[src/rtl/uart_pkg.sv]
// Shared definitions for the fast_uart TX/RX paths.
//   uart_state_e        - frame-level FSM state, common to both directions
//   DATA_BITS           - payload bits per 8N1 frame
//   clocks_per_bit()    - clock cycles per bit for a given clock and line rate
package uart_pkg;

  typedef enum logic [1:0] {
    IDLE,
    START,
    DATA,
    STOP
  } uart_state_e;

  localparam int unsigned DATA_BITS = 8;

  // Truncating division: the residual rate error is left to the receiver's
  // centre sampling to absorb.
  function automatic int unsigned clocks_per_bit(input int unsigned clk_freq,
                                                 input int unsigned baud);
    return clk_freq / baud;
  endfunction

endpackage

[src/rtl/uart_bit_timer.sv]
// Loadable down-counter that paces one serial bit.
//   clk        - system clock
//   rst        - asynchronous active-low reset
//   load_full  - reload for a full bit period (tick after CLOCKS_PER_BIT clocks)
//   load_half  - reload for half a bit period (tick after CLOCKS_PER_BIT/2 clocks)
//   tick       - high while the count has expired; consumers act on it only in
//                states where they are waiting for the timer
module uart_bit_timer #(
  parameter int unsigned CLOCKS_PER_BIT = 43
) (
  input  logic clk,
  input  logic rst,
  input  logic load_full,
  input  logic load_half,
  output logic tick
);

  localparam int unsigned CNT_W = $clog2(CLOCKS_PER_BIT + 1);
  // Loads are one less than the period because the expiry cycle itself counts.
  localparam logic [CNT_W-1:0] FULL_LOAD = CNT_W'(CLOCKS_PER_BIT - 1);
  localparam logic [CNT_W-1:0] HALF_LOAD = CNT_W'(CLOCKS_PER_BIT / 2 - 1);

  logic [CNT_W-1:0] cnt_q, cnt_d;

  always_comb begin
    cnt_d = cnt_q;
    if (load_full) begin
      cnt_d = FULL_LOAD;
    end else if (load_half) begin
      cnt_d = HALF_LOAD;
    end else if (cnt_q != '0) begin
      cnt_d = cnt_q - CNT_W'(1);
    end
  end

  always_ff @(posedge clk or negedge rst) begin
    if (!rst) begin
      cnt_q <= '0;
    end else begin
      cnt_q <= cnt_d;
    end
  end

  assign tick = (cnt_q == '0);

endmodule

[src/rtl/fast_uart.sv]
// Full-duplex 8N1 UART with a fixed, parameter-derived baud rate.
//   clk             - system clock
//   rst             - asynchronous active-low reset
//   txEnable        - transmit request; accepted only while the transmitter is idle
//   txData          - byte to send, captured on acceptance
//   txBusy          - high from acceptance until the stop bit has completed
//   rxDataAvailable - one-cycle pulse when a correctly framed byte arrives
//   rxData          - last correctly framed byte
//   rx              - serial input, idle high, asynchronous to clk
//   tx              - serial output, idle high
module fast_uart
  import uart_pkg::*;
#(
  parameter int unsigned CLK_FREQ = 40000000,
  parameter int unsigned BAUD     = 921600
) (
  input  logic                 clk,
  input  logic                 rst,
  input  logic                 txEnable,
  input  logic [DATA_BITS-1:0] txData,
  output logic                 txBusy,
  output logic                 rxDataAvailable,
  output logic [DATA_BITS-1:0] rxData,
  input  logic                 rx,
  output logic                 tx
);

  localparam int unsigned CLOCKS_PER_BIT = clocks_per_bit(CLK_FREQ, BAUD);
  localparam logic [2:0]  LAST_BIT       = 3'(DATA_BITS - 1);

  // ---------------------------------------------------------------------------
  // Transmitter
  // ---------------------------------------------------------------------------
  uart_state_e          tx_state_q, tx_state_d;
  logic [DATA_BITS-1:0] tx_shift_q, tx_shift_d;
  logic [2:0]           tx_bit_q, tx_bit_d;
  logic                 tx_q, tx_d;
  logic                 tx_busy_q, tx_busy_d;
  logic                 tx_load;
  logic                 tx_tick;

  uart_bit_timer #(
    .CLOCKS_PER_BIT(CLOCKS_PER_BIT)
  ) u_tx_timer (
    .clk       (clk),
    .rst       (rst),
    .load_full (tx_load),
    .load_half (1'b0),
    .tick      (tx_tick)
  );

  always_comb begin
    tx_state_d = tx_state_q;
    tx_shift_d = tx_shift_q;
    tx_bit_d   = tx_bit_q;
    tx_d       = tx_q;
    tx_busy_d  = tx_busy_q;
    tx_load    = 1'b0;
    case (tx_state_q)
      IDLE: begin
        if (txEnable) begin
          tx_state_d = START;
          tx_shift_d = txData;
          tx_d       = 1'b0;
          tx_busy_d  = 1'b1;
          tx_load    = 1'b1;
        end
      end
      START: begin
        if (tx_tick) begin
          tx_state_d = DATA;
          tx_d       = tx_shift_q[0];
          tx_shift_d = tx_shift_q >> 1;
          tx_bit_d   = '0;
          tx_load    = 1'b1;
        end
      end
      DATA: begin
        if (tx_tick) begin
          tx_load = 1'b1;
          if (tx_bit_q == LAST_BIT) begin
            tx_state_d = STOP;
            tx_d       = 1'b1;
          end else begin
            tx_d       = tx_shift_q[0];
            tx_shift_d = tx_shift_q >> 1;
            tx_bit_d   = tx_bit_q + 3'd1;
          end
        end
      end
      STOP: begin
        if (tx_tick) begin
          tx_state_d = IDLE;
          tx_busy_d  = 1'b0;
        end
      end
      default: tx_state_d = IDLE;
    endcase
  end

  always_ff @(posedge clk or negedge rst) begin
    if (!rst) begin
      tx_state_q <= IDLE;
      tx_shift_q <= '0;
      tx_bit_q   <= '0;
      tx_q       <= 1'b1;
      tx_busy_q  <= 1'b0;
    end else begin
      tx_state_q <= tx_state_d;
      tx_shift_q <= tx_shift_d;
      tx_bit_q   <= tx_bit_d;
      tx_q       <= tx_d;
      tx_busy_q  <= tx_busy_d;
    end
  end

  assign tx     = tx_q;
  assign txBusy = tx_busy_q;

  // ---------------------------------------------------------------------------
  // Receiver
  // ---------------------------------------------------------------------------
  // Synchroniser and edge-history flops idle high so reset never fakes a start.
  logic                 rx_meta_q, rx_sync_q, rx_prev_q;
  logic                 rx_fall;
  uart_state_e          rx_state_q, rx_state_d;
  logic [DATA_BITS-1:0] rx_shift_q, rx_shift_d;
  logic [2:0]           rx_bit_q, rx_bit_d;
  logic [DATA_BITS-1:0] rx_data_q, rx_data_d;
  logic                 rx_valid_q, rx_valid_d;
  logic                 rx_load_full, rx_load_half;
  logic                 rx_tick;

  uart_bit_timer #(
    .CLOCKS_PER_BIT(CLOCKS_PER_BIT)
  ) u_rx_timer (
    .clk       (clk),
    .rst       (rst),
    .load_full (rx_load_full),
    .load_half (rx_load_half),
    .tick      (rx_tick)
  );

  // Edge-triggered start: a line stuck low after a bad stop bit must rise
  // and fall again before it can open a new frame.
  assign rx_fall = rx_prev_q & ~rx_sync_q;

  always_comb begin
    rx_state_d   = rx_state_q;
    rx_shift_d   = rx_shift_q;
    rx_bit_d     = rx_bit_q;
    rx_data_d    = rx_data_q;
    rx_valid_d   = 1'b0;
    rx_load_full = 1'b0;
    rx_load_half = 1'b0;
    case (rx_state_q)
      IDLE: begin
        if (rx_fall) begin
          rx_state_d   = START;
          rx_load_half = 1'b1;
        end
      end
      START: begin
        if (rx_tick) begin
          if (rx_sync_q) begin
            rx_state_d = IDLE;  // too short to be a start bit
          end else begin
            rx_state_d   = DATA;
            rx_bit_d     = '0;
            rx_load_full = 1'b1;
          end
        end
      end
      DATA: begin
        if (rx_tick) begin
          rx_shift_d   = {rx_sync_q, rx_shift_q[DATA_BITS-1:1]};
          rx_load_full = 1'b1;
          if (rx_bit_q == LAST_BIT) begin
            rx_state_d = STOP;
          end else begin
            rx_bit_d = rx_bit_q + 3'd1;
          end
        end
      end
      STOP: begin
        if (rx_tick) begin
          // Leave at the stop-bit centre so the next start edge is not missed.
          rx_state_d = IDLE;
          if (rx_sync_q) begin
            rx_data_d  = rx_shift_q;
            rx_valid_d = 1'b1;
          end
        end
      end
      default: rx_state_d = IDLE;
    endcase
  end

  always_ff @(posedge clk or negedge rst) begin
    if (!rst) begin
      rx_meta_q  <= 1'b1;
      rx_sync_q  <= 1'b1;
      rx_prev_q  <= 1'b1;
      rx_state_q <= IDLE;
      rx_shift_q <= '0;
      rx_bit_q   <= '0;
      rx_data_q  <= '0;
      rx_valid_q <= 1'b0;
    end else begin
      rx_meta_q  <= rx;
      rx_sync_q  <= rx_meta_q;
      rx_prev_q  <= rx_sync_q;
      rx_state_q <= rx_state_d;
      rx_shift_q <= rx_shift_d;
      rx_bit_q   <= rx_bit_d;
      rx_data_q  <= rx_data_d;
      rx_valid_q <= rx_valid_d;
    end
  end

  assign rxData          = rx_data_q;
  assign rxDataAvailable = rx_valid_q;

endmodule

[config.mk]
export PLATFORM = sky130hd
export DESIGN_NAME = fast_uart
export DESIGN_NICKNAME = d
export VERILOG_FILES = /design/src/rtl/uart_pkg.sv /design/src/rtl/uart_bit_timer.sv /design/src/rtl/fast_uart.sv
export SDC_FILE = /design/constraint.sdc
export NUM_CORES = 1
export LEC_CHECK = 0
export CAP_MARGIN = 20
export CORE_MARGIN = 1.5
export CORE_UTILIZATION = 50
export DETAILED_ROUTE_END_ITERATION = 12
export PLACE_DENSITY = 0.71
export SETUP_SLACK_MARGIN = 0.02
export SLEW_MARGIN = 20
export SYNTH_ARGS = -nofsm -noshare
export SYNTH_HDL_FRONTEND = slang
export SYNTH_SLANG_ARGS = --single-unit
[constraint.sdc]
create_clock -name clk -period 2.9 [get_ports clk]
set_clock_uncertainty 0.15 [all_clocks]
set_input_delay 0.58 -clock clk [delete_from_list [all_inputs] [get_ports clk]]
set_output_delay 0.58 -clock clk [all_outputs]
set_load 0.02 [all_outputs]
### Yosys cells after proc, flatten, opt, wreduce, memory -nomap -nowiden

Cells that the tools add are included.

| storage, ports and cells | value |
|---|---|
| output and inout port bits | 11 |
| input bits | 12 |
| word-level logic and storage cells | 116 |
| bits in registers | 52 |

| operators by class | value |
|---|---|
| muxes and demuxes | 52 |
| bitwise gates (word level) | 2 |
| reduce and logical (&&, ||, !) cells | 22 |
| eq/ne operators | 21 |
| add/sub/neg operators | 4 |

Operators with widths:

| kind | count |
|---|---|
| $mux W8 | 4 |
| $mux W6 | 5 |
| $ne A2 B2 Y1 const B | 13 |
| $pmux W8 S3 | 1 |
| $mux W2 | 11 |
| $mux W3 | 7 |
| $reduce_and A5 Y1 | 4 |
| $mux W1 | 16 |
| $pmux W2 S4 | 2 |
| $logic_not A6 Y1 | 2 |
| $pmux W3 S2 | 2 |
| $reduce_bool A6 Y1 | 2 |
| $sub A6 B1 Y6 const B | 2 |
| $eq A2 B2 Y1 const B | 4 |
| $reduce_and A4 Y1 | 2 |
| $reduce_bool A2 Y1 | 4 |
| $add A3 B1 Y3 const B | 2 |
| $eq A3 B3 Y1 const B | 2 |
| $pmux W1 S2 | 3 |
| $reduce_and A3 Y1 | 2 |
| $reduce_bool A3 Y1 | 2 |
| $eq A2 B1 Y1 const B | 2 |
| $logic_not A2 Y1 | 2 |
| $pmux W1 S3 | 1 |
| 4 further kinds | 4 |

### Longest topological paths before layout

Gate-level depths: netlist of the first run.

| logic depth | value |
|---|---|
| depth in word-level cells | 6 |
| gate-level depth with buffers | 8 |
| depth with buffers taken out | 6 |

### Cells and area by module

Synthesis of the first run repeated with hierarchy kept, for this count alone.

| second synthesis, totals | value |
|---|---|
| cell total of the unflattened synthesis | 246 |
| area, all modules | 2712.6 µm² |

By module, submodules not included:

| module | cells an instance | area an instance (µm²) | times used |
|---|---|---|---|
| fast_uart | 172 | 2006.9 | 1 |
| uart_bit_timer at u_rx_timer | 38 | 355.3 | 1 |
| uart_bit_timer at u_tx_timer | 36 | 350.3 | 1 |

### Worst setup path before layout of the first run

Ideal clock, no wire load.

| path | value |
|---|---|
| path kind | register -> register |
| start point | register tx_bit_q[0] |
| end point | register tx_shift_q[0] |
| arrival | 1733 ps |
| setup time | 125 ps |
| slack | 893 ps |
| data required time | 2625 ps |
| cell stages (with the launch flop) | 7 |
| path through | dfrtp_1 -> ha_1 -> ha_1 -> nor3_1 -> nand2_1 -> a21boi_4 -> mux2_2 |

| between the ends | value |
|---|---|
| cells in the longest elaborated chain, start to end | 3 |

RTL lines:

| item | RTL line | RTL |
|---|---|---|
| from (decl) | fast_uart.sv:36 | `logic [2:0] tx_bit_q, tx_bit_d;` |
| from (signal assigned) | fast_uart.sv:111 | `tx_bit_q <= tx_bit_d;` |
| $eq A3 B3 Y1 | fast_uart.sv:81 | `if (tx_bit_q == LAST_BIT) begin` |
| $ne A2 B2 Y1 (no source line) | - |  |
| $reduce_and A5 Y1 (no source line) | - |  |
| to (signal assigned) | fast_uart.sv:110 | `tx_shift_q <= tx_shift_d;` |
| to (decl) | fast_uart.sv:35 | `logic [DATA_BITS-1:0] tx_shift_q, tx_shift_d;` |

Every way passes these cells.
A chain may end at the register's enable or synchronous reset.

### Worst setup path after layout of the first run

| path | value |
|---|---|
| start point | register u_tx_timer.cnt_q[0] |
| end point | register tx_shift_q[6] |

| between the ends | value |
|---|---|
| cells in the longest elaborated chain, start to end | 3 |
| elaborated cells between the ends (all ways) | 4 |
| those cells by class | eq/ne: 2; reduce/logical: 2 |

RTL lines:

| item | RTL line | RTL |
|---|---|---|
| from (decl) | uart_bit_timer.sv:23 | `logic [CNT_W-1:0] cnt_q, cnt_d;` |
| from (signal assigned) | uart_bit_timer.sv:40 | `cnt_q <= cnt_d;` |
| $logic_not A6 Y1 * | uart_bit_timer.sv:44 | `assign tick = (cnt_q == '0);` |
| $ne A2 B2 Y1 (no source line) | - |  |
| $reduce_and A5 Y1 (no source line) * | - |  |

Mark *: on every way between the ends. The rest lies on a longest branch, timed or not.

==> results of run 1 <==
[logic make-up after synthesis]
group	after synthesis	share of synthesized area
flip-flops	52	0.487
adder cells (fa/ha/maj)	19	0.0886
AND/OR/NAND/NOR	60	0.121
multiplexers	37	0.154
buffers and inverters	17	0.0266
AO/OA/AOI/OAI	41	0.107
XOR/XNOR	5	0.0163
[worst max-delay path, cell delays in order, from the launching register on]
cell	delay, ns
dfrtp_1	0.40
inv_1	0.12
ha_1	0.17
nor3b_4	0.40
a31oi_1	0.22
a21boi_4	0.33
mux2_2	0.37
[final cells by class]
cell class / count / area share
clock inverters: 3 / 0.0161
well taps: 70 / 0.0282
multi-input cells: 162 / 0.421
clock buffers: 5 / 0.0222
repair buffers: 25 / 0.0766
inverters: 12 / 0.0145
flip-flops and latches: 52 / 0.421
[cell usage after synthesis (2+ instances only)]
cell,n,area share
a22o_1,5,0.016
dfrtp_1,48,0.45
a31oi_1,4,0.0093
nor2_1,14,0.020
inv_1,12,0.017
or3_1,2,0.0047
dfstp_2,4,0.039
o22ai_1,3,0.0070
a21oi_1,6,0.011
mux2_2,34,0.14
nand2_1,15,0.021
and2_1,3,0.0070
o21ai_0,10,0.019
nor3_1,6,0.011
nand2b_1,3,0.0070
or2_2,2,0.0047
xor2_1,2,0.0065
mux2i_1,3,0.011
nand3_1,4,0.0075
clkbuf_1,4,0.0056
a21boi_0,2,0.0056
ha_1,19,0.089
nor2b_1,4,0.0093
xnor2_1,3,0.0098
[registers in the layout, indices dropped and copies added, names as in the netlist, 2 cells and up, named ones only]
signal,flops
u_rx_timer.cnt_q,6
rx_bit_q,3
rxData,8
tx_state_q,2
u_tx_timer.cnt_q,6
tx_bit_q,3
rx_shift_q,8
tx_shift_q,8
[path summary, 6_finish.rpt]
path / slack (ns) / depth (start not counted) / startpoint / to
setup / recovery: 0.64 / 6 / u_tx_timer.cnt_q[0]$_DFFE_PN0P_ / tx_shift_q[6]$_DFFE_PN0P_
min in group clk: 0.22 / 0 / rx_meta_q$_DFF_PN1_ / rx_sync_q$_DFF_PN1_
max in group asynchronous: 1.88 / 2 / rst / rx_meta_q$_DFF_PN1_
hold / removal: 0.07 / 1 / rst / rx_state_q[0]$_DFFE_PN0P_
setup reg to reg: 0.64 / 6 / u_tx_timer.cnt_q[0]$_DFFE_PN0P_ / tx_shift_q[6]$_DFFE_PN0P_
hold reg to reg: 0.22 / 0 / rx_meta_q$_DFF_PN1_ / rx_sync_q$_DFF_PN1_
[layer usage]
metal  part of all wire  vias up  routed length, um
li1                   -      873                  -
met1               0.48      873               2130
met2               0.48       31               2140
met3              0.031        2                138
met4             0.0061        0                 27
met5                  0        -                  0
[power by group through the flow]
stage / registers (mW) / logic, mW / clock network, mW
3_3_place_gp: 0.884 / 0.434 / 0
5_1_grt: 0.888 / 0.505 / 0.555
2_1_floorplan: 0.873 / 0.337 / 0
6_report: 0.873 / 0.443 / 0.510
3_5_place_dp: 0.888 / 0.444 / 0
4_1_cts: 0.873 / 0.446 / 0.535
==> results.yml, run 1 <==
job:
  drv_cap: 0
detailed_routing:
  wl_per_cell_um: 13.5
  first_iter_violations: 63
  wirelength_mm: 4.43
  vias: 1779
  final_antenna_net_count: 0
  route.detailed.drc: 0
  dr.pass1.iters: 4
  vias_per_cell: 5.41
worst_setup_path:
  cp.arrival_ns: 2.30
  end_kind: "register"
  worstSetupPathType: "reg2reg"
  crit_fanout: 9
  cp.required_ns: 2.94
  start_kind: "register"
floorplan:
  start_util: 0.522
  die_w_um: 76.3
  num_rows: 26
  dieArea_um2: 5820
  die_y_um: 76.3
  io_pins: 23
  core_um2: 5140
place:
  placedCellCount: 321
  post-dp-hpwl_mm: 3.30
  place_area_um2: 2980
  place_ws_ns: 0.586
  place.gp.congestion: 0.804
  portBuffers: 22
clock_tree:
  cts_sinks: 52
  post_cts_buffers: 0
  cts_resized: 0
  cts_max_level: 2
  clk_pin_slew_ns: 0.10
  clockRootBuffer: "clkbuf_8"
  cts_hold_buf: 0
  cts_tree: "done"
  clock_path_buffers: 2
  cts_buffers: 5
  insertion_delay_ns: 0.30
power:
  switching_power_mw: 0.550
  seqPwrFrac: 0.478
  combPwrFrac: 0.243
  ir_worst_vdd_mv: 0.294
  p_int_mw: 1.28
  leakagePower_nw: 1.43
  power_switching_share: 0.301
  pwr_density_cell_nw_per_um2: 589
  power_mw: 1.83
  clockPowerShare: 0.280
finish:
  n_fill_cell: 426
  instances_no_fill: 329
  final_common_cell: "dfrtp_1"
  diodes: 0
  drive_gt1_frac: 0.220
  layout_common_cells: "dfrtp_1, mux2_2, clkdlybuf4s50_1"
  fin_nets: 289
  postLayoutCellArea_um2: 3100
  area_delta_synth_final_pct: 15.6
  seq_area_um2: 1310
  fin_util: 0.603
  multi_input_area_um2: 1310
sta:
  worstMarginPinSlew_ns: 0.595
  fin_crit_sh: 0.779
  timing.slew.headroom: 0.599
  layout_min_cycle_time_ns: 2.26
  final-hold-violation-count: 0
  rsz0062_at_grt: "no"
  setup_viol: 0
  setup_ws_ns: 0.642
  max_freq_ghz: 0.443
  timing.hold.ws_ns: 0.0673
  fin_tns_setup_ns: 0
  slew_violations: 0
yosys:
  synth_edf_count: 0
  syn_nets: 262
  synth_seq_area_share: 0.487
  synthCells: 231
  async_flop_share: 1.00
  ys_seq_elements: 52
  netlist_area_um2: 2680
  yosysWarnings: 0
  avgSynthCellArea_um2: 11.6
  ys_types: 43
  ys.flop_type: "dfrtp_1"
global_route:
  grt_pass1_wl_mm: 8.05
  grt_overflow: 0
  grt.busiest_layer: "met2"
  grt_pass1_vias: 1800
  antenna_found_initial: 0
  grt_use_met2: 0.279
  grtUsageMet1: 0.221
  grt_usage: 0.170
  grt_max_degree: 22
  grt_use_met3: 0.0371
hold_path:
  hold_class: "in2async"
status:
  status: "completed"
No activity file was read; power rests on OpenSTA's default activity.
==> run 2, diff against run 1 <==
--- a/config.mk
+++ b/config.mk
@@ -9,7 +9,7 @@
 export CORE_MARGIN = 1.5
 export CORE_UTILIZATION = 50
 export DETAILED_ROUTE_END_ITERATION = 12
-export PLACE_DENSITY = 0.71
+export PLACE_DENSITY = 0.73
 export SETUP_SLACK_MARGIN = 0.02
 export SLEW_MARGIN = 20
 export SYNTH_ARGS = -nofsm -noshare
==> constraint.sdc (replaced) <==
create_clock -name clk -period 1.9 [get_ports clk]
set_clock_uncertainty 0.15 [all_clocks]
set_input_delay 0.38 -clock clk [delete_from_list [all_inputs] [get_ports clk]]
set_output_delay 0.38 -clock clk [all_outputs]
set_load 0.02 [all_outputs]
==> run 2 against run 1 <==
Compared with the run above:
- the run now ends with negative setup slack left
- sequential cell count unchanged
- count of clock-buffer cells in the layout stayed put
- sequential share of layout area down 5.1 points
- worst hold slack gained 0.15 ns
- first-iteration DRC count grew 3.2%
- routed wire length rose by 17%
- combinational power grew 100%
- fmax is 15% higher
- critical path type unchanged
- critical endpoint is now tx_shift_q[1]$_DFFE_PN0P_
==> results.yml, run 2 (synthesis results as in run 1) <==
detailed_routing:
  wirelength_mm: 5.20
  wl_per_cell_um: 14.2
  route.detailed.drc: 0
  vias: 1926
  vias_per_cell: 5.28
  final_antenna_net_count: 0
  dr.pass1.iters: 4
  first_iter_violations: 65
worst_setup_path:
  reg2reg_to: "tx_shift_q[1]$_DFFE_PN0P_"
  critical_path.top_delay_family: "flip-flops"
  start_kind: "register"
  crit_chain: "inv_2 -> ha_4 -> nor3b_4 -> a31oi_2 -> a21boi_4 -> buf_12 -> mux2_2"
  worstSetupPathType: "reg2reg"
  cp.required_ns: 1.94
  path_buf_inv: 2
  end_kind: "register"
  crit_fanout: 8
  regToRegSetupSlack_ns: -0.07
  cp_slowest_cell: "dfrtp_1"
  ff2ff_path_depth: 7
  cp.arrival_ns: 2.02
  r2r_start: "u_tx_timer.cnt_q[1]$_DFFE_PN0P_"
  crit_path_max_incr_delay_ns: 0.41
clock_tree:
  clock_path_buffers: 2
  insertion_delay_ns: 0.31
  cts_buffers: 5
  cts_tree: "done"
  clk_pin_slew_ns: 0.11
  cts_sinks: 52
  clockRootBuffer: "clkbuf_8"
  cts_max_level: 2
sta:
  worstMarginPinSlew_ns: 0.328
  timing.hold.ws_ns: 0.213
  rsz0062_at_grt: "yes"
  layout_min_cycle_time_ns: 1.97
  setup_ws_ns: -0.0713
  max_freq_ghz: 0.507
  slew_violations: 0
  timing.slew.headroom: 0.779
  final-hold-violation-count: 0
  setup_viol: 8
  fin_crit_sh: 1.04
power:
  ir_worst_vdd_mv: 0.574
  pwr_density_cell_nw_per_um2: 825
  leakagePower_nw: 1.65
  power_mw: 2.92
finish:
  final_common_cell: "dfrtp_1"
  layout_common_cells: "dfrtp_1, buf_4, mux2_2"
  drive_gt1_frac: 0.397
  area_delta_synth_final_pct: 31.7
  fin_nets: 325
  instances_no_fill: 365
  postLayoutCellArea_um2: 3530
  diodes: 0
global_route:
  grt_pass1_vias: 2007
  grt_overflow: 0
  grt_pass1_wl_mm: 8.89
  antenna_found_initial: 0
  grt_usage: 0.187
  grt_max_degree: 53
place:
  place_ws_ns: -0.158
  portBuffers: 22
  place.gp.congestion: 0.873
  place_area_um2: 3210
  post-dp-hpwl_mm: 3.46
  placedCellCount: 346
floorplan:
  dieArea_um2: 5820
  core_um2: 5140
  io_pins: 23
  die_y_um: 76.3
  die_w_um: 76.3
  num_rows: 26
  start_util: 0.522
status:
  status: "finished, violations left"
  violations: "negative setup slack"
job:
  drv_cap: 0
hold_path:
  hold_depth: 0
  hp-start: "rx_meta_q$_DFF_PN1_"
  hold_class: "reg2reg"
  min_to: "rx_sync_q$_DFF_PN1_"
-- run 2: cell count changes in the layout (fill, tap and decap cells not counted), sizes merged --
cell,change
bufinv,-1
dlygate4sd2,+1
clkdlybuf4s50,-2
dlygate4sd3,+1
dlymetal6s2s,+1
inv,+1
buf,+35
-- run 2: cell type report --
type	instances	area [um^2]
sequential	52	1310
multi-input combinational	162	1450
inverter	12	45.0
fill	391	1610
tap	70	87.6
clock inverter	3	28.8
timing repair buffer	61	549
clock buffer	5	68.8
-- run 2: timing repair --
item / CTS / global route
pin swaps: 4 / 5
hold buffers: 1 / 0
endpoints found under the hold margin: 48 / 0
setup buffers: 6 / 4
endpoints found under the setup margin: 21 / 34
gates resized for setup: 12 / 25
-- run 2: through the flow --
stage	util	setup TNS, ns
final	0.687	-0.462
after global routing	0.687	-0.990
after CTS	0.664	-0.158
after detailed placement	0.624	-1.24
after global placement	0.624	-0.950
after floorplan	-	-0.390
-- run 2: metal layers --
metal	vias to the layer above	global-route usage	share of wire
met1	948	0.239	0.46
met5	-	0	0
li1	949	-	-
met3	6	0.0251	0.017
met2	23	0.321	0.51
met4	0	0.0741	0.011
-- run 2: worst max-delay path by stage --
stage	from	endpoint	depth (start not counted)
finish	u_tx_timer.cnt_q[1]$_DFFE_PN0P_	tx_shift_q[1]$_DFFE_PN0P_	7
global route	u_tx_timer.cnt_q[1]$_DFFE_PN0P_	tx_shift_q[5]$_DFFE_PN0P_	7
CTS	tx_bit_q[0]$_DFFE_PN0P_	tx_shift_q[3]$_DFFE_PN0P_	7
detailed placement	txEnable	tx_shift_q[1]$_DFFE_PN0P_	5
global placement	txEnable	tx_shift_q[7]$_DFFE_PN0P_	5
floorplan	u_tx_timer.cnt_q[0]$_DFFE_PN0P_	tx_shift_q[0]$_DFFE_PN0P_	6
-- run 2: report_power, final --
part           switching, mW  internal [mW]  total (mW)
clock network          0.406          0.279       0.685
logic                  0.441          0.451       0.893
registers              0.114           1.22        1.34
==> run 3, diff against run 2 <==
--- a/config.mk
+++ b/config.mk
@@ -5,11 +5,12 @@
 export SDC_FILE = /design/constraint.sdc
 export NUM_CORES = 1
 export LEC_CHECK = 0
+export ABC_AREA = 1
 export CAP_MARGIN = 20
 export CORE_MARGIN = 1.5
 export CORE_UTILIZATION = 50
 export DETAILED_ROUTE_END_ITERATION = 12
-export PLACE_DENSITY = 0.73
+export PLACE_DENSITY = 0.7
 export SETUP_SLACK_MARGIN = 0.02
 export SLEW_MARGIN = 20
 export SYNTH_ARGS = -nofsm -noshare
==> run 3 against run 2 <==
Compared with the run above:
- routed wire length down 11%
- the flow now finishes without violations
- highest routed layer unchanged
- final cell count up 6.8%
- critical path type is now reg2out
- synthesized area up 2.9%
- sequential share of layout area up 3.9 points
- worst hold slack better by 0.0024 ns
- global-route usage down 0.99 points
- first-iteration DRC count up 26%
- core utilization down 7.2 points
- die area up 2.8%
==> results.yml, run 3 <==
clock_tree:
  clock_path_buffers: 2
  cts_sinks: 52
  cts_max_level: 2
  insertion_delay_ns: 0.31
  clk_pin_slew_ns: 0.11
  clockRootBuffer: "clkbuf_8"
  cts_buffers: 5
  cts_tree: "done"
worst_setup_path:
  cp.arrival_ns: 1.29
  cp.required_ns: 1.37
  ff2ff_path_depth: 7
  cp-startpoint: "rxData[5]$_DFFE_PN0P_"
  crit_fanout: 2
  end_kind: "output port"
  start_kind: "register"
  worstSetupPathType: "reg2out"
  regToRegSetupSlack_ns: 0.13
  endpoint: "rxData[5]"
  path_buf_inv: 1
  reg2reg_to: "tx_shift_q[2]$_DFFE_PN0P_"
  crit_path_max_incr_delay_ns: 0.60
  crit_chain: "clkdlybuf4s50_1"
  r2r_start: "tx_state_q[0]$_DFFE_PN0P_"
  cp_slowest_cell: "clkdlybuf4s50_1"
  critical_path.top_delay_family: "buffers and inverters"
  cp_num_cells: 1
yosys:
  avgSynthCellArea_um2: 9.56
  synth-compound-area-share: 0.121
  synth_xor_area_frac: 0.0159
  synthCells: 289
  ys.flop_type: "dfrtp_1"
  syn_nets: 320
  synthSimpleGateAreaFrac: 0.213
  ys_types: 32
  yosysTopAreaCell: "dfrtp_1"
  ys_seq_elements: 52
  synth_seq_area_share: 0.473
  synth_mux_area_frac: 0.0254
  synthAdderAreaFrac: 0.0861
  synth_edf_count: 0
  synthTopCellsByArea: "dfrtp_1, nand2_1, ha_1, o21ai_2, inv_1"
  yosys-top-cells-count: "nand2_1, dfrtp_1, inv_1"
  synth_top_family_by_area: "simple AND/OR/NAND/NOR gates"
  async_flop_share: 1.00
  netlist_area_um2: 2760
  yosysWarnings: 0
  yosysMostFrequentCell: "nand2_1"
  synth_top_cell_area_share: 0.435
floorplan:
  num_rows: 26
  io_pins: 23
  dieArea_um2: 5980
  core_um2: 5200
  die_w_um: 77.3
  die_y_um: 77.3
  start_util: 0.531
detailed_routing:
  vias_per_cell: 5.04
  final_antenna_net_count: 0
  first_iter_violations: 82
  wirelength_mm: 4.61
  dr.pass1.iters: 4
  wl_per_cell_um: 11.8
  route.detailed.drc: 0
  vias: 1964
finish:
  diodes: 0
  final_common_cell: "nand2_1"
  n_fill_cell: 454
  area_delta_synth_final_pct: 16.0
  multi_input_area_um2: 1300
  drive_gt1_frac: 0.197
  seq_area_um2: 1310
  layout_common_cells: "nand2_1, dfrtp_1, inv_1"
  fin_nets: 350
  fin_util: 0.615
  postLayoutCellArea_um2: 3200
power:
  pwr_density_cell_nw_per_um2: 1340
  power_mw: 4.30
  ir_worst_vdd_mv: 0.783
  leakagePower_nw: 1.64
global_route:
  grt_use_met3: 0.0417
  grt_overflow: 0
  grt_max_degree: 53
  grt_use_met2: 0.301
  grt_pass1_vias: 1986
  grt_usage: 0.177
  grtUsageMet1: 0.218
  grt.busiest_layer: "met2"
  grt_pass1_wl_mm: 8.42
  antenna_found_initial: 0
sta:
  timing.hold.ws_ns: 0.216
  slew_violations: 0
  setup_viol: 0
  final-hold-violation-count: 0
  layout_min_cycle_time_ns: 1.82
  max_freq_ghz: 0.550
  fin_crit_sh: 0.957
  timing.slew.headroom: 0.740
  rsz0062_at_grt: "no"
  worstMarginPinSlew_ns: 0.387
  fin_tns_setup_ns: 0
status:
  status: "completed"
hold_path:
  hold_class: "reg2reg"
  hp-start: "rx_meta_q$_DFF_PN1_"
  hold_depth: 0
place:
  post-dp-hpwl_mm: 3.32
  place.gp.congestion: 0.787
  portBuffers: 22
  place_area_um2: 3060
job:
  drv_cap: 0
run 3: how the worst min path moves through the flow:
stage | end | slack (ns)
after CTS | rx_sync_q$_DFF_PN1_ | 0.22
after detailed placement | rx_sync_q$_DFF_PN1_ | 0.20
after global placement | rx_sync_q$_DFF_PN1_ | 0.20
after floorplan | asynchronous set/reset pin | -0.07
final | rx_sync_q$_DFF_PN1_ | 0.22
after global routing | rx_sync_q$_DFF_PN1_ | 0.22
run 3: kinds of logic after synthesis:
kind of cell | Yosys count
muxes | 7
xor gates and xnor gates | 5
adders and majority gates | 19
buffers and inverters | 40
DFF | 52
and+or+nand+nor | 120
AOI/OAI and AO/OA | 46
run 3: power breakdown:
| part | internal, mW | switching (mW) | total, mW |
|---|---|---|---|
| clock | 0.279 | 0.412 | 0.691 |
| combinational | 0.805 | 1.17 | 1.98 |
| sequential | 1.41 | 0.215 | 1.63 |
run 3: metrics by stage:
step,cells,setup WS [ns]
floorplan,289,0.196
global placement,380,0.0632
detailed placement,380,0.0363
CTS,389,0.0382
global route,390,0.00699
finish,390,0.0817
run 3: routing by layer:
metal | routed length (um) | share of wire | up-vias
met5 | 0 | 0 | -
met4 | 51 | 0.011 | 0
met3 | 193 | 0.042 | 4
met2 | 2190 | 0.48 | 37
met1 | 2170 | 0.47 | 924
li1 | - | - | 999
run 3: final cells by class:
class | instances | area share
Sequential cell | 52 | 0.409
Multi-Input combinational cell | 198 | 0.406
Timing Repair Buffer | 27 | 0.0863
Inverter | 35 | 0.0414
Tap cell | 70 | 0.0273
Clock buffer | 5 | 0.0215
Clock inverter | 3 | 0.00898
run 3: timing repair:
action                                 in CTS  in global routing
hold buffers                                1                  0
gates cloned                                0                  1
buffers inserted                            0                  0
resized for setup                           1                 10
setup endpoints to repair                   1                 15
pin swaps                                   0                  1
endpoints found under the hold margin      48                  0
==> patch 1, RTL diff (settings of run 3) <==
Encoding of `uart_state_e`: now one-hot (4 bits for 4 states).
--- a/src/rtl/uart_pkg.sv
+++ b/src/rtl/uart_pkg.sv
@@ -5,9 +5,9 @@
 package uart_pkg;
 
-  typedef enum logic [1:0] {
-    IDLE,
-    START,
-    DATA,
-    STOP
+  typedef enum logic [3:0] {
+    IDLE  = 4'b0001,
+    START = 4'b0010,
+    DATA  = 4'b0100,
+    STOP  = 4'b1000
   } uart_state_e;
 
Formal check against the unedited RTL: no difference found for any inputs over 10 cycles, from zero or initial values and one cycle with rst low; not proved beyond that.
==> patch 1 against run 3 <==
  * Via count rose by 11%
  * Final cell count up 9.7%
  * Area after synthesis is 1.0% higher
  * Cell area is 0.43% lower
  * Maximum frequency is 0.98% lower
  * Wire length increased by 6.4%
  * Setup slack got worse by 0.018 ns
  * Power shrank 9.1%
  * Global-route usage grew 0.22 points
  * Sequential cell count up 4
  * Critical path type unchanged
==> patch 1: results (changes against run 3) <==
grtUsageTotal_pct: 17.94  # was 17.72%
antenna_found_initial: 0  # unchanged
finalWirelength_um: 4899  # was 4606 µm
r2r_start: "u_tx_timer.cnt_q[0]"  # was tx_state_q[0]
postRouteAntennaNets: 0  # unchanged
fin_cells: 428  # was 390
seq_area_frac_synth_pct: 50.49  # was 47.30%
synth_top_cells_by_count: "nand2_1, dfrtp_1, inv_1"  # unchanged
synthMuxAreaShare_pct: 0  # was 2.537%
cp-startpoint: "rxData[6]"  # was rxData[5]
clockBufferDepth: 2  # unchanged
path_delay_family: "buffers and inverters"  # unchanged
synth_xor_xnor_area_share_pct: 1.570  # was 1.586%
cts-root-buf: "clkbuf_8"  # unchanged
fin_nets: 373  # was 350
ys.flop_type: "dfrtp_1"  # unchanged
htreeDepth: 2  # unchanged
async_flop_share_pct: 100.0  # unchanged
dp.cells: 419  # was 380
antennaDiodeCount: 0  # unchanged
grt_max_degree: 44  # was 53
grt_pass1_wl_um: 8700  # was 8424 µm
ir_drop_mv: 0.6190  # was 0.7831 mV
grt_pass1_vias: 2004  # was 1986
syn_nets: 345  # was 320
clk_pin_slew_worst_paths_ns: 0.11  # about the same
crit_slowest_cell: "clkdlybuf4s50_1"  # unchanged
drive_above_1_share_pct: 12.36  # was 19.69%
cp_max_fo: 2  # unchanged
max_freq_mhz: 544.6  # was 550.0 MHz
max_slew_margin_pct: 77.30  # was 73.98%
numCtsBuffers: 5  # unchanged
place_congestion: 0.7845  # was 0.7873
cp.arrival_ns: 1.31  # was 1.29 ns
worst-r2r-setup-slack_ns: 0.16  # was 0.13 ns
synth_warnings: 0  # unchanged
synthAdderAreaFrac_pct: 2.691  # was 8.609%
drt_iter0_markers: 121  # was 82
p_leak_nw: 1.664  # was 1.636 nW
syn-mean-instance-area_um2: 8.533  # was 9.555 µm²
dp_hpwl_um: 3451  # was 3318 µm
synth-compound-area-share_pct: 7.623  # was 12.05%
post-place-ws_ns: 0.1174  # was 0.03632 ns
hp-class: "flop to flop"  # unchanged
vias: 2171  # was 1964
synthTopCellsByArea: "dfrtp_1, nand2_1, nand3_1"  # was dfrtp_1, nand2_1, ha_1
status: "complete, no violations"  # unchanged
worstHoldStart: "rx_meta_q"  # unchanged
synth.distinct_cells: 28  # was 32
## patch 1: changes by cell type after synthesis, sizes merged, moves of 3 or more
| cell | delta |
|---|---|
| nand2 | +31 |
| ha | -13 |
| nand3 | +13 |
| nor2 | +11 |
| inv | +8 |
| mux2i | -7 |
| nand4 | +7 |
| a21oi | -6 |
| o21ai | -5 |
| or2 | -3 |
## patch 1: logic make-up (layout without fill, tap and decap cells)
| kind of cell | Yosys count | after routing |
|---|---|---|
| compound gates | 37 | 37 |
| fa+ha+maj | 6 | 6 |
| simple gates | 176 | 176 |
| flops | 56 | 56 |
| xor+xnor | 5 | 5 |
| buf+inv | 47 | 76 |
## patch 1: per-layer routing
| metal | part of all wire, % | vias to the layer above | global-route usage [%] |
|---|---|---|---|
| met2 | 47 | 40 | 28.35 |
| li1 | - | 1112 | - |
| met4 | 1.4 | 0 | 7.636 |
| met5 | 0 | - | 0 |
| met3 | 3.1 | 7 | 2.706 |
| met1 | 48 | 1012 | 24.51 |
## patch 1: path summary, 6_finish.rpt
| check | end | cells past startpoint |
|---|---|---|
| max | rxData[6] | 1 |
| min | rx_sync_q | 0 |
| max reg2reg | tx_shift_q[0] | 9 |
| min reg2reg | rx_sync_q | 0 |
| max in group asynchronous | tx | 3 |
| min in group asynchronous | u_rx_timer.cnt_q[1] | 2 |
## patch 1: what timing repair did
action                                 in CTS  in global routing
resized for setup                           1                  2
endpoints found under the hold margin      12                  0
setup endpoints to repair                   1                  9
setup buffers                               0                  0
hold buffers                                1                  0
## patch 1: cell type report
| cell class | instances | area [µm²] |
|---|---|---|
| fill | 479 | 2250 |
| sequential | 56 | 1409 |
| multi-input combinational | 224 | 1171 |
| timing repair buffer | 26 | 261.5 |
| inverter | 42 | 160.2 |
| tap | 72 | 90.09 |
| clock buffer | 5 | 68.82 |
| clock inverter | 3 | 28.78 |
## patch 1: power by group
part	internal [mW]	switching, mW	leakage [nW]
registers	1.51	0.231	0.715
clock network	0.279	0.429	0.0511
logic	0.539	0.915	0.897
total	2.33	1.58	1.66
## patch 1: per-stage QoR
stage          hold slack (ns)  area (µm²)  utilization (%)
3_3_place_gp            0.1541        3078            56.59
4_1_cts                 0.2150        3184            58.55
3_5_place_dp            0.1606        3078            56.59
2_1_floorplan         -0.06559        2790                -
6_report                0.2132        3189            58.64
5_1_grt                 0.2166        3189            58.64
==> patch 2, RTL diff (config.mk and constraints of run 3) <==
Made on the original files. The parameter `CLK_FREQ` goes from 40000000 to 20000000.
--- a/src/rtl/fast_uart.sv
+++ b/src/rtl/fast_uart.sv
@@ -12,5 +12,5 @@
   import uart_pkg::*;
 #(
-  parameter int unsigned CLK_FREQ = 40000000,
+  parameter int unsigned CLK_FREQ = 20000000,
   parameter int unsigned BAUD     = 921600
 ) (
Behaviour: no difference found for any inputs over 10 cycles, from zero or initial values and one cycle with rst low; that may be too few to reach the edited logic, so the function may still have changed.
==> patch 2 against run 3 <==
  * Core utilization fell by 1.2 points
  * Cell area is 4.4% lower
  * Final cell count grew 5.1%
  * Setup slack improved by 0.019 ns
  * Power fell by 3.6%
  * Wire length fell by 5.2%
  * Count of clock-buffer cells in the layout unchanged
  * Largest power group unchanged
  * Area after synthesis is 5.1% lower
  * Critical endpoint is now rxData[6]
  * Sequential cell count shrank 2
  * Critical path depth did not move
  * Global-route usage decreased by 0.23 points
  * Register-to-register slack improved by 0.08 ns
==> patch 2: results (changes against run 3) <==
status: "complete, no violations"  # unchanged
drive_above_1_share_pct: 14.71  # was 19.69%
tightest_slew_ns: 0.4075  # was 0.3873 ns
synth-compound-area-share_pct: 9.217  # was 12.05%
io_buffer_count: 22  # unchanged
dp.cells: 401  # was 380
fin_nets: 367  # was 350
drt_iter0_markers: 87  # was 82
crit_slowest_cell: "clkdlybuf4s50_1"  # unchanged
fin_cells: 410  # was 390
synthTopCellsByArea: "dfrtp_1, nand2_1, ha_1"  # unchanged
viasPerCell: 4.783  # was 5.036
grt_max_degree: 34  # was 53
synth_top_cells_by_count: "nand2_1, dfrtp_1, inv_1"  # unchanged
grtUsageTotal_pct: 17.49  # was 17.72%
seq_area_frac_synth_pct: 47.95  # was 47.30%
p_leak_nw: 1.614  # was 1.636 nW
clk_pin_slew_worst_paths_ns: 0.09  # was 0.11 ns
synthMuxAreaShare_pct: 0  # was 2.537%
cp.arrival_ns: 1.27  # was 1.29 ns
synth_xor_xnor_area_share_pct: 0.6686  # was 1.586%
synth_cells: 306  # was 289
ir_drop_mv: 1.045  # was 0.7831 mV
grt_pass1_wl_um: 7652  # was 8424 µm
synth.distinct_cells: 31  # was 32
dp_hpwl_um: 3165  # was 3318 µm
synthAdderAreaFrac_pct: 7.641  # was 8.609%
grt_pass1_vias: 1737  # was 1986
finalWirelength_um: 4366  # was 4606 µm
synth_warnings: 0  # unchanged
place_congestion: 0.8394  # was 0.7873
syn_nets: 334  # was 320
hp-class: "flop to flop"  # unchanged
## patch 2: cell count changes after synthesis, sizes merged, moves of 3 or more
cell / run 3 / this run
a21oi: 9 / 5
xor2: 5 / 1
mux2i: 7 / 0
o21ai: 35 / 24
nand4: 4 / 11
ha: 19 / 16
inv: 34 / 39
nand2: 75 / 116
nand3: 22 / 17
## patch 2: timing repair
action,CTS,global route
endpoints found under the hold margin,14,0
setup buffers,0,0
hold buffers,1,0
pin swaps,0,0
cloned,0,0
endpoints found under the setup margin,1,1
resized for setup,1,1
## patch 2: cell type report
cell class,instances,area [µm²]
clock inverter,3,23.77
sequential,50,1256
timing repair buffer,31,299.0
tap,70,87.58
multi-input combinational,212,1175
fill,478,2013
inverter,39,151.4
clock buffer,5,68.82
## patch 2: power breakdown
| part | leakage (nW) | internal, mW | switching (mW) |
|---|---|---|---|
| clock | 0.0408 | 0.264 | 0.362 |
| sequential | 0.646 | 1.37 | 0.205 |
| combinational | 0.928 | 0.751 | 1.19 |
| total | 1.61 | 2.38 | 1.76 |
## patch 2: path summary, 6_finish.rpt
check | start | to | slack (ns) | cells after the start
worst max-delay path | rxData[6] | rxData[6] | 0.10 | 1
worst min register to register | rx_meta_q | rx_sync_q | 0.22 | 0
worst min-delay path | rx_meta_q | rx_sync_q | 0.22 | 0
max in group asynchronous | rst | tx | 0.64 | 3
min in group asynchronous | rst | u_rx_timer.cnt_q[0] | 0.38 | 2
worst max register to register | u_tx_timer.cnt_q[0] | u_tx_timer.cnt_q[2] | 0.21 | 6
## patch 2: worst register-to-register path, delay by kind of cell (launching register included)
family,cells,cell delay [ns]
flip-flops,1,0.39
AND/OR/NAND/NOR,1,0.23
buffers and inverters,2,0.19
AO/OA/AOI/OAI,2,0.44
adder cells (fa/ha/maj),1,0.22
## patch 2: routing by layer
| layer | GRT usage, % | routed length, µm | vias to the layer above |
|---|---|---|---|
| li1 | - | - | 1037 |
| met3 | 3.175 | 108 | 6 |
| met2 | 27.39 | 1973 | 30 |
| met4 | 5.952 | 65 | 0 |
| met5 | 0 | 0 | - |
| met1 | 24.66 | 2218 | 888 |
## patch 2: kinds of logic (layout without fill, tap and decap cells)
| logic type | after synthesis | after routing |
|---|---|---|
| AND/OR/NAND/NOR | 160 | 160 |
| flip-flops | 50 | 50 |
| buffers and inverters | 44 | 78 |
| AO/OA/AOI/OAI | 34 | 34 |
| adder cells (fa/ha/maj) | 16 | 16 |
| XOR/XNOR | 2 | 2 |
## patch 2: stage by stage
step           area [µm²]  setup WS (ns)  hold WS, ns
6_report             3062         0.1004       0.2185
5_1_grt              3062        0.03856       0.2230
4_1_cts              3059        0.04590       0.2177
3_5_place_dp         2958         0.1392       0.1897
3_3_place_gp         2958         0.1609       0.1916
2_1_floorplan        2620         0.2701     -0.06559
